===== src/rtl/piso_serializer.sv =====
// piso_serializer: parallel-in / serial-out shift register with a
// valid/ready load side and a stallable serial side (shift_en).
// A loaded word is presented one bit per consumed edge, MSB or LSB first,
// and a one-cycle done pulse marks the return to IDLE after the last bit.
module piso_serializer #(
  parameter int WIDTH     = 8,
  parameter int MSB_FIRST = 1
) (
  input  logic             clk,
  input  logic             reset,
  input  logic             load_valid,
  input  logic [WIDTH-1:0] load_data,
  output logic             load_ready,
  input  logic             shift_en,
  output logic             sout,
  output logic             sout_valid,
  output logic             done
);

  // Counter only has to reach WIDTH-1, so clog2(WIDTH) bits suffice.
  localparam int CNT_W = (WIDTH > 1) ? $clog2(WIDTH) : 1;
  localparam logic [CNT_W-1:0] LAST_CNT = CNT_W'(WIDTH - 1);

  typedef enum logic {
    IDLE  = 1'b0,
    SHIFT = 1'b1
  } state_t;

  state_t             state_q, state_d;
  logic [WIDTH-1:0]   shreg_q, shreg_d;
  logic [CNT_W-1:0]   cnt_q,   cnt_d;
  logic               done_q,  done_d;

  // One-position shift toward the output end, vacated bit filled with 0.
  logic [WIDTH-1:0]   shreg_shifted;

  // Direction of the shift follows the transmit order.
  always_comb begin
    shreg_shifted = '0;
    if (MSB_FIRST != 0) begin
      shreg_shifted = {shreg_q[WIDTH-2:0], 1'b0};
    end else begin
      shreg_shifted = {1'b0, shreg_q[WIDTH-1:1]};
    end
  end

  // State, shift register, bit counter and done flag; reset clears everything.
  always_ff @(posedge clk or negedge reset) begin
    if (!reset) begin
      state_q <= IDLE;
      shreg_q <= '0;
      cnt_q   <= '0;
      done_q  <= 1'b0;
    end else begin
      state_q <= state_d;
      shreg_q <= shreg_d;
      cnt_q   <= cnt_d;
      done_q  <= done_d;
    end
  end

  // Next-state logic: load in IDLE, shift or stall in SHIFT, finish on last bit.
  always_comb begin
    state_d = state_q;
    shreg_d = shreg_q;
    cnt_d   = cnt_q;
    done_d  = 1'b0;
    unique case (state_q)
      IDLE: begin
        // shift_en has no effect here; only a load moves the FSM.
        if (load_valid) begin
          shreg_d = load_data;
          cnt_d   = '0;
          state_d = SHIFT;
        end
      end
      SHIFT: begin
        // load_valid is ignored so the word in flight is never disturbed.
        if (shift_en) begin
          if (cnt_q == LAST_CNT) begin
            // Last bit consumed: drop the leftovers so IDLE starts clean.
            state_d = IDLE;
            shreg_d = '0;
            cnt_d   = '0;
            done_d  = 1'b1;
          end else begin
            shreg_d = shreg_shifted;
            cnt_d   = cnt_q + 1'b1;
          end
        end
        // shift_en low: everything holds, stall may last indefinitely.
      end
      default: begin
        state_d = IDLE;
      end
    endcase
  end

  // Outputs are decoded from registered state only, so they are glitch-free per cycle.
  always_comb begin
    load_ready = 1'b0;
    sout_valid = 1'b0;
    sout       = 1'b0;
    if (state_q == SHIFT) begin
      sout_valid = 1'b1;
      sout       = (MSB_FIRST != 0) ? shreg_q[WIDTH-1] : shreg_q[0];
    end else begin
      load_ready = 1'b1;
    end
  end

  assign done = done_q;

endmodule


===== config.mk =====
export PLATFORM = sky130hd
export DESIGN_NAME = piso_serializer
export DESIGN_NICKNAME = d
export VERILOG_FILES = /design/src/rtl/piso_serializer.sv
export SDC_FILE = /design/constraint.sdc
export NUM_CORES = 1
export LEC_CHECK = 0
export ABC_AREA = 0
export BUFFER_PORTS_ARGS = -buffer_cell sky130_fd_sc_hd__buf_4
export CORE_AREA = 2 2 39 41
export CTS_CLUSTER_SIZE = 24
export DETAILED_ROUTE_END_ITERATION = 8
export DIE_AREA = 0 0 41 43
export PLACE_DENSITY = 0.76
export SLEW_MARGIN = 25
export SYNTH_ARGS = -nofsm -noshare
export SYNTH_HDL_FRONTEND = slang
export SYNTH_SLANG_ARGS = --single-unit

===== constraint.sdc =====
create_clock -name clk -period 1.74 [get_ports clk]
set_clock_uncertainty 0.15 [all_clocks]
set_input_delay 0.261 -clock clk [delete_from_list [all_inputs] [get_ports clk]]
set_output_delay 0.261 -clock clk [all_outputs]
set_load 0.05 [all_outputs]

# Yosys cells after proc, flatten, opt, wreduce, memory -nomap -nowiden
# Cells that the tools add are included.
# Widths: inputs -> output; s select.
# word_totals
register_bits,13
elab_cells,28
output_inout_bits,4
input_bits,12
# op_classes
n_reduce_logical,1
bitwise,1
addsub,1
muxes,18
eq_ne,3
# op_table
cell,n
$mux 8,3
$pmux 8 s2,1
$mux 1,9
$mux 3,3
$pmux 3 s2,1
$ne 2x2->1 const B,2
$add 3x1->3 const B,1
$eq 3x3->1 const B,1
$pmux 1 s2,1
$reduce_and 2->1,1
$not 1->1,1

# Longest topological paths before layout
# Gate-level depths: netlist of the first run.
# logic_depth
ltp_word,4
depth_mapped,6
ltp_nobuf,5

# Least setup slack after synthesis of the first run
# OpenSTA, ideal clock, no wires.
# synth_timing
kind,reg2out
start,register state_q
end,output port sout
arrival_ns,1.328
slack_ns,0.001
path_stages_with_launch,3
path_buffers,1
t_required_ns,1.329
path_cell_list,dfrtp_1 -> buf_4 -> and2_1
# synth_via
elab_chain_cells,1
# synth_lines
item,line,source
from (decl),29,"state_t state_q, state_d;"
from (signal assigned),55,state_q <= state_d;
$mux 1,104,if (state_q == SHIFT) begin
to (decl),15,"output logic sout,"
# No other way between the ends.

# Worst setup path in the final report of the first run
# Ends and elaborated chain as after synthesis.

==> results of run 1 <==
-- per-layer routing --
metal	GRT usage, %	vias up
met5	0	-
met4	12.00	0
met3	3.141	2
met2	20.00	17
met1	18.52	216
li1	-	242
-- through the flow --
| step | utilization, % | hold slack [ns] | setup slack [ns] | power (W) |
|---|---|---|---|---|
| 2_1_floorplan | - | -0.1846 | 0.0007457 | 0.0008307 |
| 3_3_place_gp | 52.62 | -0.03916 | 0.2512 | 0.0009467 |
| 3_5_place_dp | 52.62 | -0.03796 | 0.2053 | 0.0009590 |
| 4_1_cts | 55.24 | 0.06933 | 0.07125 | 0.001143 |
| 5_1_grt | 55.24 | 0.07450 | 0.009508 | 0.001225 |
| 6_report | 55.24 | 0.08039 | 0.08548 | 0.001132 |
-- power by group through the flow --
stage / registers, W / clock network [W] / logic, W
global placement: 0.000508 / 0 / 0.000439
CTS: 0.000507 / 0.000190 / 0.000446
finish: 0.000509 / 0.000179 / 0.000444
detailed placement: 0.000513 / 0 / 0.000446
global route: 0.000522 / 0.000208 / 0.000496
floorplan: 0.000510 / 0 / 0.000321
-- cell usage in the layout, fill, tap and decap left out, types with 2 or more instances in the layout --
| cell | n |
|---|---|
| sky130_fd_sc_hd__a32o_1 | 2 |
| sky130_fd_sc_hd__ha_1 | 3 |
| sky130_fd_sc_hd__a22oi_1 | 7 |
| sky130_fd_sc_hd__o21ai_0 | 7 |
| sky130_fd_sc_hd__buf_4 | 17 |
| sky130_fd_sc_hd__clkbuf_4 | 3 |
| sky130_fd_sc_hd__nor2_1 | 5 |
| sky130_fd_sc_hd__nand2_1 | 9 |
| sky130_fd_sc_hd__dfrtp_1 | 13 |
-- flip-flops by register name (all words and copies together) (netlist names) --
signal	flops
state_q	1
cnt_q	3
shreg_q	8
done	1
-- repair_timing --
item / in CTS / in global routing
resized for setup: 0 / 0
setup endpoints to repair: 0 / 0
hold buffers: 1 / 0
endpoints found under the hold margin: 13 / 0
-- area by class of cell --
cell class / count / area (um2)
flip-flops and latches: 13 / 325.3
inverters: 1 / 3.754
clock buffers: 4 / 26.28
fillers: 117 / 619.3
well taps: 16 / 20.02
multi-input cells: 40 / 251.5
repair buffers: 18 / 137.6
-- worst max-delay path, delay by kind of cell (launching register included) --
kind	cells	cell delay (ns)
buffers and inverters	1	0.19
flip-flops	1	0.59
AND/OR/NAND/NOR	1	0.19
-- cell families (layout without fill, tap and decap cells) --
group,Yosys count,count (layout),synth area share [%]
AO/OA/AOI/OAI,18,18,19.67
AND/OR/NAND/NOR,17,17,11.80
flip-flops,13,13,53.83
buffers and inverters,4,23,4.554
adder cells (fa/ha/maj),3,3,6.212
multiplexers,2,2,3.933
-- worst max-delay path by stage --
stage          cells after the start      from    endpoint  slack [ns]
2_1_floorplan                      2   state_q        sout      0.0007
3_3_place_gp                       6  cnt_q[0]  shreg_q[2]        0.25
3_5_place_dp                       6  cnt_q[0]  shreg_q[3]        0.21
4_1_cts                            2   state_q        sout        0.07
5_1_grt                            2   state_q        sout        0.01
6_report                           2   state_q        sout        0.09
==> load_flow_metrics.sql, run 1 <==
INSERT INTO impl_metrics (metric_group, metric, value, unit) VALUES
('sta', 'tns', '0', 'ns'),
('sta', 'actual_transition_at_the_worst_max_transition_pin', '0.4084', 'ns'),
('sta', 'rsz0062_at_grt', 'false', ''),
('synthesis', 'post-synth-top-area-cell', 'sky130_fd_sc_hd__dfrtp_1', ''),
('worst_setup_path', 'max_stage_delay', '0.59', 'ns'),
('worst_setup_path', 'cp_slowest_cell', 'sky130_fd_sc_hd__dfrtp_1', ''),
('drt', 'vias', '477', ''),
('worst_setup_path', 'critical_path.reg2reg.endpoint', 'shreg_q[2]', ''),
('layout', 'finalNonFillerCells', '92', ''),
('pwr', 'share_comb_of_total_power', '39.2', '%'),
('drt', 'detailed_router_s_first_iteration_violation_count', '17', ''),
('clocking', 'clk_path_buf_depth', '2', ''),
('drt', 'met2WireLength', '521', 'um'),
('sta', 'final.min_clock_period', '1.655', 'ns'),
('floorplan', 'die_area', '1763', 'um2'),
('floorplan', 'floorplan.core_area', '1384', 'um2'),
('sta', 'report.final.slew_viol_count', '0', ''),
('pwr', 'power.share.clock', '15.8', '%'),
('synthesis', 'postSynthAreaPerCell', '10.60', 'um2'),
('hold_path', 'whs_endpoint', 'shreg_q[0]', ''),
('synthesis', 'synth.top_cells.by_area', 'sky130_fd_sc_hd__dfrtp_1 54%, sky130_fd_sc_hd__a22oi_1 8.7%, sky130_fd_sc_hd__ha_1 6.2%', ''),
('status', 'run_status', 'completed', ''),
('grt', 'grt_first_pass_wirelength', '1.656', 'mm'),
('drt', 'finalWirelength', '1.087', 'mm'),
('placed_design', 'post-dp-hpwl', '777.7', 'um'),
('floorplan', 'design.portCount', '16', ''),
('layout', 'layout-area-overhead-vs-synth', '26.50', '%'),
('drt', 'via_per_instance_ratio', '5.185', ''),
('synthesis', 'synth-async-reset-ratio', '100.0', '%'),
('worst_setup_path', 'worstPathMaxFanout', '13', ''),
('clocking', 'numClockSinks', '13', ''),
('worst_setup_path', 'timing.critical_path.cells', 'and2_1, buf_4', ''),
('grt', 'vias_in_the_first_global_route', '405', ''),
('floorplan', 'initial_utilization', '43.67', '%'),
('synthesis', 'synthMostInstantiatedCell', 'sky130_fd_sc_hd__dfrtp_1', ''),
('synthesis', 'synth-edff-count', '0', ''),
('clocking', 'post_cts.repair.setup_buffers', '0', ''),
('clocking', 'clock_tree.htree_level_count', '1', ''),
('pwr', 'vdd_ir_drop_max', '0.6103', 'mV'),
('drt', 'drtAntennaViolNets', '0', ''),
('synthesis', 'synthesis.area', '604.3', 'um2'),
('drt', 'wl_met1', '483', 'um'),
('sta', 'timing.max_slew.rel_slack', '72.78', '%'),
('synthesis', 'yosys-top-cells-count', '13 x sky130_fd_sc_hd__dfrtp_1, 9 x sky130_fd_sc_hd__nand2_1, 7 x sky130_fd_sc_hd__a22oi_1, 7 x sky130_fd_sc_hd__o21ai_0, 5 x sky130_fd_sc_hd__nor2_1', ''),
('clocking', 'cts_tree', 'done', ''),
('hold_path', 'hold_path_startpoint', 'shift_en', ''),
('synthesis', 'postSynthRegisterBits', '13', ''),
('placed_design', 'routabilityCongestion', '0.7504', ''),
('floorplan', 'die_width', '41', 'um'),
('drt', 'drc', '0', ''),
('synthesis', 'syn_nets', '72', ''),
('synthesis', 'synth.lib_cells_used.distinct', '18', ''),
('clocking', 'cts-buffers-inserted', '3', ''),
('drt', 'detailroute.wirelength.met3', '65', 'um'),
('grt', 'grt_max_degree', '18', ''),
('sta', 'report.final.hold_viol_count', '0', ''),
('worst_setup_path', 'regToRegSetupSlack', '0.19', 'ns'),
('worst_setup_path', 'cp_data_arrival_time', '1.24', 'ns'),
('pwr', 'sequentialPowerShare', '45.0', '%'),
('grt', 'grt_usage', '14.56', '%'),
('pwr', 'power.switching', '0.0004263', 'W'),
('worst_setup_path', 'regToRegStartpoint', 'cnt_q[0]', ''),
('pwr', 'leakage', '0.3782', 'nW'),
('floorplan', 'die_height', '43', 'um'),
('placed_design', 'dpl.cell_count', '87', ''),
('drt', 'topRoutingLayerUsed', 'met4', ''),
('layout', 'final_nets', '92', ''),
('hold_path', 'timing.hold.worst.class', 'in2reg', ''),
('layout', 'final_layout_size_suffix_gt1_share', '27.63', '%'),
('pwr', 'p_sw_share', '37.66', '%'),
('synthesis', 'netlist_instances', '57', '');
(Power assumes the default switching activity.)
==> run 2: changes to the inputs <==
--- a/config.mk
+++ b/config.mk
@@ -11,8 +11,9 @@
 export CTS_CLUSTER_SIZE = 24
 export DETAILED_ROUTE_END_ITERATION = 8
 export DIE_AREA = 0 0 41 43
-export PLACE_DENSITY = 0.76
+export PLACE_DENSITY = 0.7
 export SLEW_MARGIN = 25
 export SYNTH_ARGS = -nofsm -noshare
 export SYNTH_HDL_FRONTEND = slang
 export SYNTH_SLANG_ARGS = --single-unit
+export TNS_END_PERCENT = 5
==> run 2 against run 1 <==
Effect of this change:
- first-iteration DRC count fell by 59%
- utilization up 0.090 points
- combinational power about the same
- largest power group unchanged
==> load_flow_metrics.sql, run 2 (synthesis results as in run 1) <==
INSERT INTO impl_metrics (metric_group, metric, value, unit) VALUES
('floorplan', 'placement_rows', '14', ''),
('drt', 'vias', '469', ''),
('placed_design', 'dp_worst_setup_slack', '0.2074', 'ns'),
('layout', 'largestRegisters', 'shreg_q (8), cnt_q (3)', ''),
('pwr', 'sequentialPowerShare', '44.4', '%'),
('placed_design', 'placedInstanceArea', '728.2', 'um2'),
('layout', 'post-route-cell-area', '765.7', 'um2'),
('drt', 'finalWirelength', '1.146', 'mm'),
('floorplan', 'die_width', '41', 'um'),
('grt', 'grt-ovfl-total', '0', ''),
('placed_design', 'place.port_buffers', '15', ''),
('clocking', 'cts-buffers-inserted', '3', ''),
('sta', 'report.final.slew_viol_count', '0', ''),
('status', 'run_status', 'completed', ''),
('clocking', 'root_driver', 'sky130_fd_sc_hd__clkbuf_4', ''),
('drt', 'routed_wire_length_per_instance', '12.46', 'um'),
('pwr', 'power.share.clock', '16.5', '%'),
('clocking', 'post_cts.repair.setup_buffers', '0', ''),
('pwr', 'share_comb_of_total_power', '39.1', '%'),
('clocking', 'clock_tree.htree_level_count', '1', ''),
('sta', 'actual_transition_at_the_worst_max_transition_pin', '0.2310', 'ns'),
('hold_path', 'timing.hold.worst.class', 'in2reg', ''),
('sta', 'report.final.hold_viol_count', '0', ''),
('worst_setup_path', 'cp_data_arrival_time', '1.13', 'ns'),
('sta', 'finalSetupViolCount', '0', ''),
('worst_setup_path', 'worst_setup_path_end_kind', 'primary output', ''),
('layout', 'layout.filler_cells', '134', ''),
('layout', 'largest_register_ff_count', '8', ''),
('pwr', 'leakage', '0.3778', 'nW'),
('clocking', 'cts_tree', 'done', ''),
('grt', 'vias_in_the_first_global_route', '462', ''),
('layout', 'leading_cell_types_in_the_layout_fill_and_taps_excluded', '17 x sky130_fd_sc_hd__buf_4, 12 x sky130_fd_sc_hd__dfrtp_1, 9 x sky130_fd_sc_hd__nand2_1, 7 x sky130_fd_sc_hd__a22oi_1, 7 x sky130_fd_sc_hd__o21ai_0', ''),
('placed_design', 'routabilityCongestion', '0.7167', ''),
('pwr', 'vdd_ir_drop_max', '0.7486', 'mV'),
('pwr', 'power_density', '1485', 'nW/um2'),
('grt', 'grt_max_degree', '18', ''),
('drt', 'via_per_instance_ratio', '5.098', ''),
('placed_design', 'post-dp-hpwl', '781.8', 'um'),
('grt', 'grt_usage', '16.85', '%'),
('clocking', 'clkSlewWorstSetupHoldPaths', '0.08', 'ns'),
('layout', 'antennaDiodeCount', '0', ''),
('pwr', 'p_sw_share', '37.88', '%'),
('worst_setup_path', 'worst-setup-path-type', 'reg2out', ''),
('floorplan', 'die_area', '1763', 'um2'),
('floorplan', 'initial_utilization', '43.67', '%'),
('grt', 'grt_first_pass_wirelength', '1.959', 'mm'),
('pwr', 'power.switching', '0.0004307', 'W'),
('sta', 'rsz0062_at_grt', 'false', ''),
('grt', 'initial_antenna_violation_count', '0', ''),
('sta', 'layout_setup_ws', '0.1974', 'ns'),
('worst_setup_path', 'worstPathMaxFanout', '13', ''),
('sta', 'tns', '0', 'ns'),
('pwr', 'p_int', '0.0007064', 'W'),
('sta', 'max_freq', '0.6482', 'GHz'),
('layout', 'layout.cells.most_common', 'sky130_fd_sc_hd__buf_4', ''),
('clocking', 'clk_path_buf_depth', '2', ''),
('layout', 'final_nets', '92', ''),
('worst_setup_path', 'timing.critical_path.from_type', 'flip-flop', ''),
('layout', 'final_layout_size_suffix_gt1_share', '28.95', '%'),
('sta', 'final.min_clock_period', '1.543', 'ns'),
('floorplan', 'die_height', '43', 'um'),
('clocking', 'clock_insertion_delay_worst_skew', '0.28', 'ns'),
('layout', 'max_flop_register', 'shreg_q', ''),
('worst_setup_path', 'required', '1.33', 'ns'),
('job', 'drv.max_cap_violation_count', '0', ''),
('clocking', 'numClockSinks', '13', ''),
('sta', 'timing.max_slew.rel_slack', '84.60', '%'),
('sta', 'final_cycle_utilization_of_the_critical_path', '88.66', '%'),
('floorplan', 'design.portCount', '16', ''),
('sta', 'fin_hold_ws', '0.06429', 'ns'),
('floorplan', 'floorplan.core_area', '1384', 'um2'),
('drt', 'drc', '0', ''),
('drt', 'first_pass_iters', '4', ''),
('drt', 'drtAntennaViolNets', '0', ''),
('drt', 'detailed_router_s_first_iteration_violation_count', '7', ''),
('layout', 'layout-area-overhead-vs-synth', '26.71', '%');
[run 2: power groups by stage]
stage                     Combinational [W]  Sequential (W)  Clock, W
after floorplan                    0.000321        0.000510         0
after global placement             0.000441        0.000508         0
after detailed placement           0.000449        0.000509         0
after CTS                          0.000451        0.000505  0.000194
after global routing               0.000493        0.000520  0.000210
final                              0.000444        0.000505  0.000188
[run 2: timing repair]
| item | CTS | global route |
|---|---|---|
| hold buffers | 1 | 0 |
| endpoints found under the hold margin | 13 | 0 |
| resized for setup | 0 | 1 |
| endpoints found under the setup margin | 0 | 1 |
[run 2: worst max-delay path, stage by stage (launching register included)]
cell	delay, ns
sky130_fd_sc_hd__dfrtp_2	0.50
sky130_fd_sc_hd__and2_1	0.17
sky130_fd_sc_hd__buf_4	0.18
[run 2: cell type report]
class | count | area, um2 | share of cell area [%]
multi-input combinational | 40 | 251.5 | 32.84
clock buffer | 4 | 26.28 | 3.431
sequential | 13 | 326.6 | 42.65
tap | 16 | 20.02 | 2.614
timing repair buffer | 18 | 137.6 | 17.97
inverter | 1 | 3.754 | 0.4902
[run 2: worst paths after layout]
kind / from / end / slack, ns / cells after the start
max in group asynchronous: reset / state_q / 1.06 / 2
setup / recovery: state_q / sout / 0.20 / 2
hold / removal: shift_en / shreg_q[0] / 0.06 / 2
hold reg to reg: shreg_q[4] / shreg_q[4] / 0.34 / 2
setup reg to reg: cnt_q[0] / shreg_q[2] / 0.20 / 6
min in group asynchronous: reset / shreg_q[5] / 0.21 / 2
[run 2: metrics by stage]
step	utilization [%]	instances	total power (W)
6_report	55.33	92	0.001137
5_1_grt	55.33	92	0.001224
4_1_cts	55.24	92	0.001149
3_5_place_dp	52.62	87	0.0009580
3_3_place_gp	52.62	87	0.0009484
2_1_floorplan	-	57	0.0008307
[run 2: metal layers]
layer / vias up / global-route usage, % / part of all wire [%]
met3: 4 / 4.712 / 5.8
met4: 0 / 12.00 / 2.5
li1: 239 / - / -
met2: 13 / 23.44 / 46
met5: - / 0 / 0
met1: 213 / 21.43 / 45
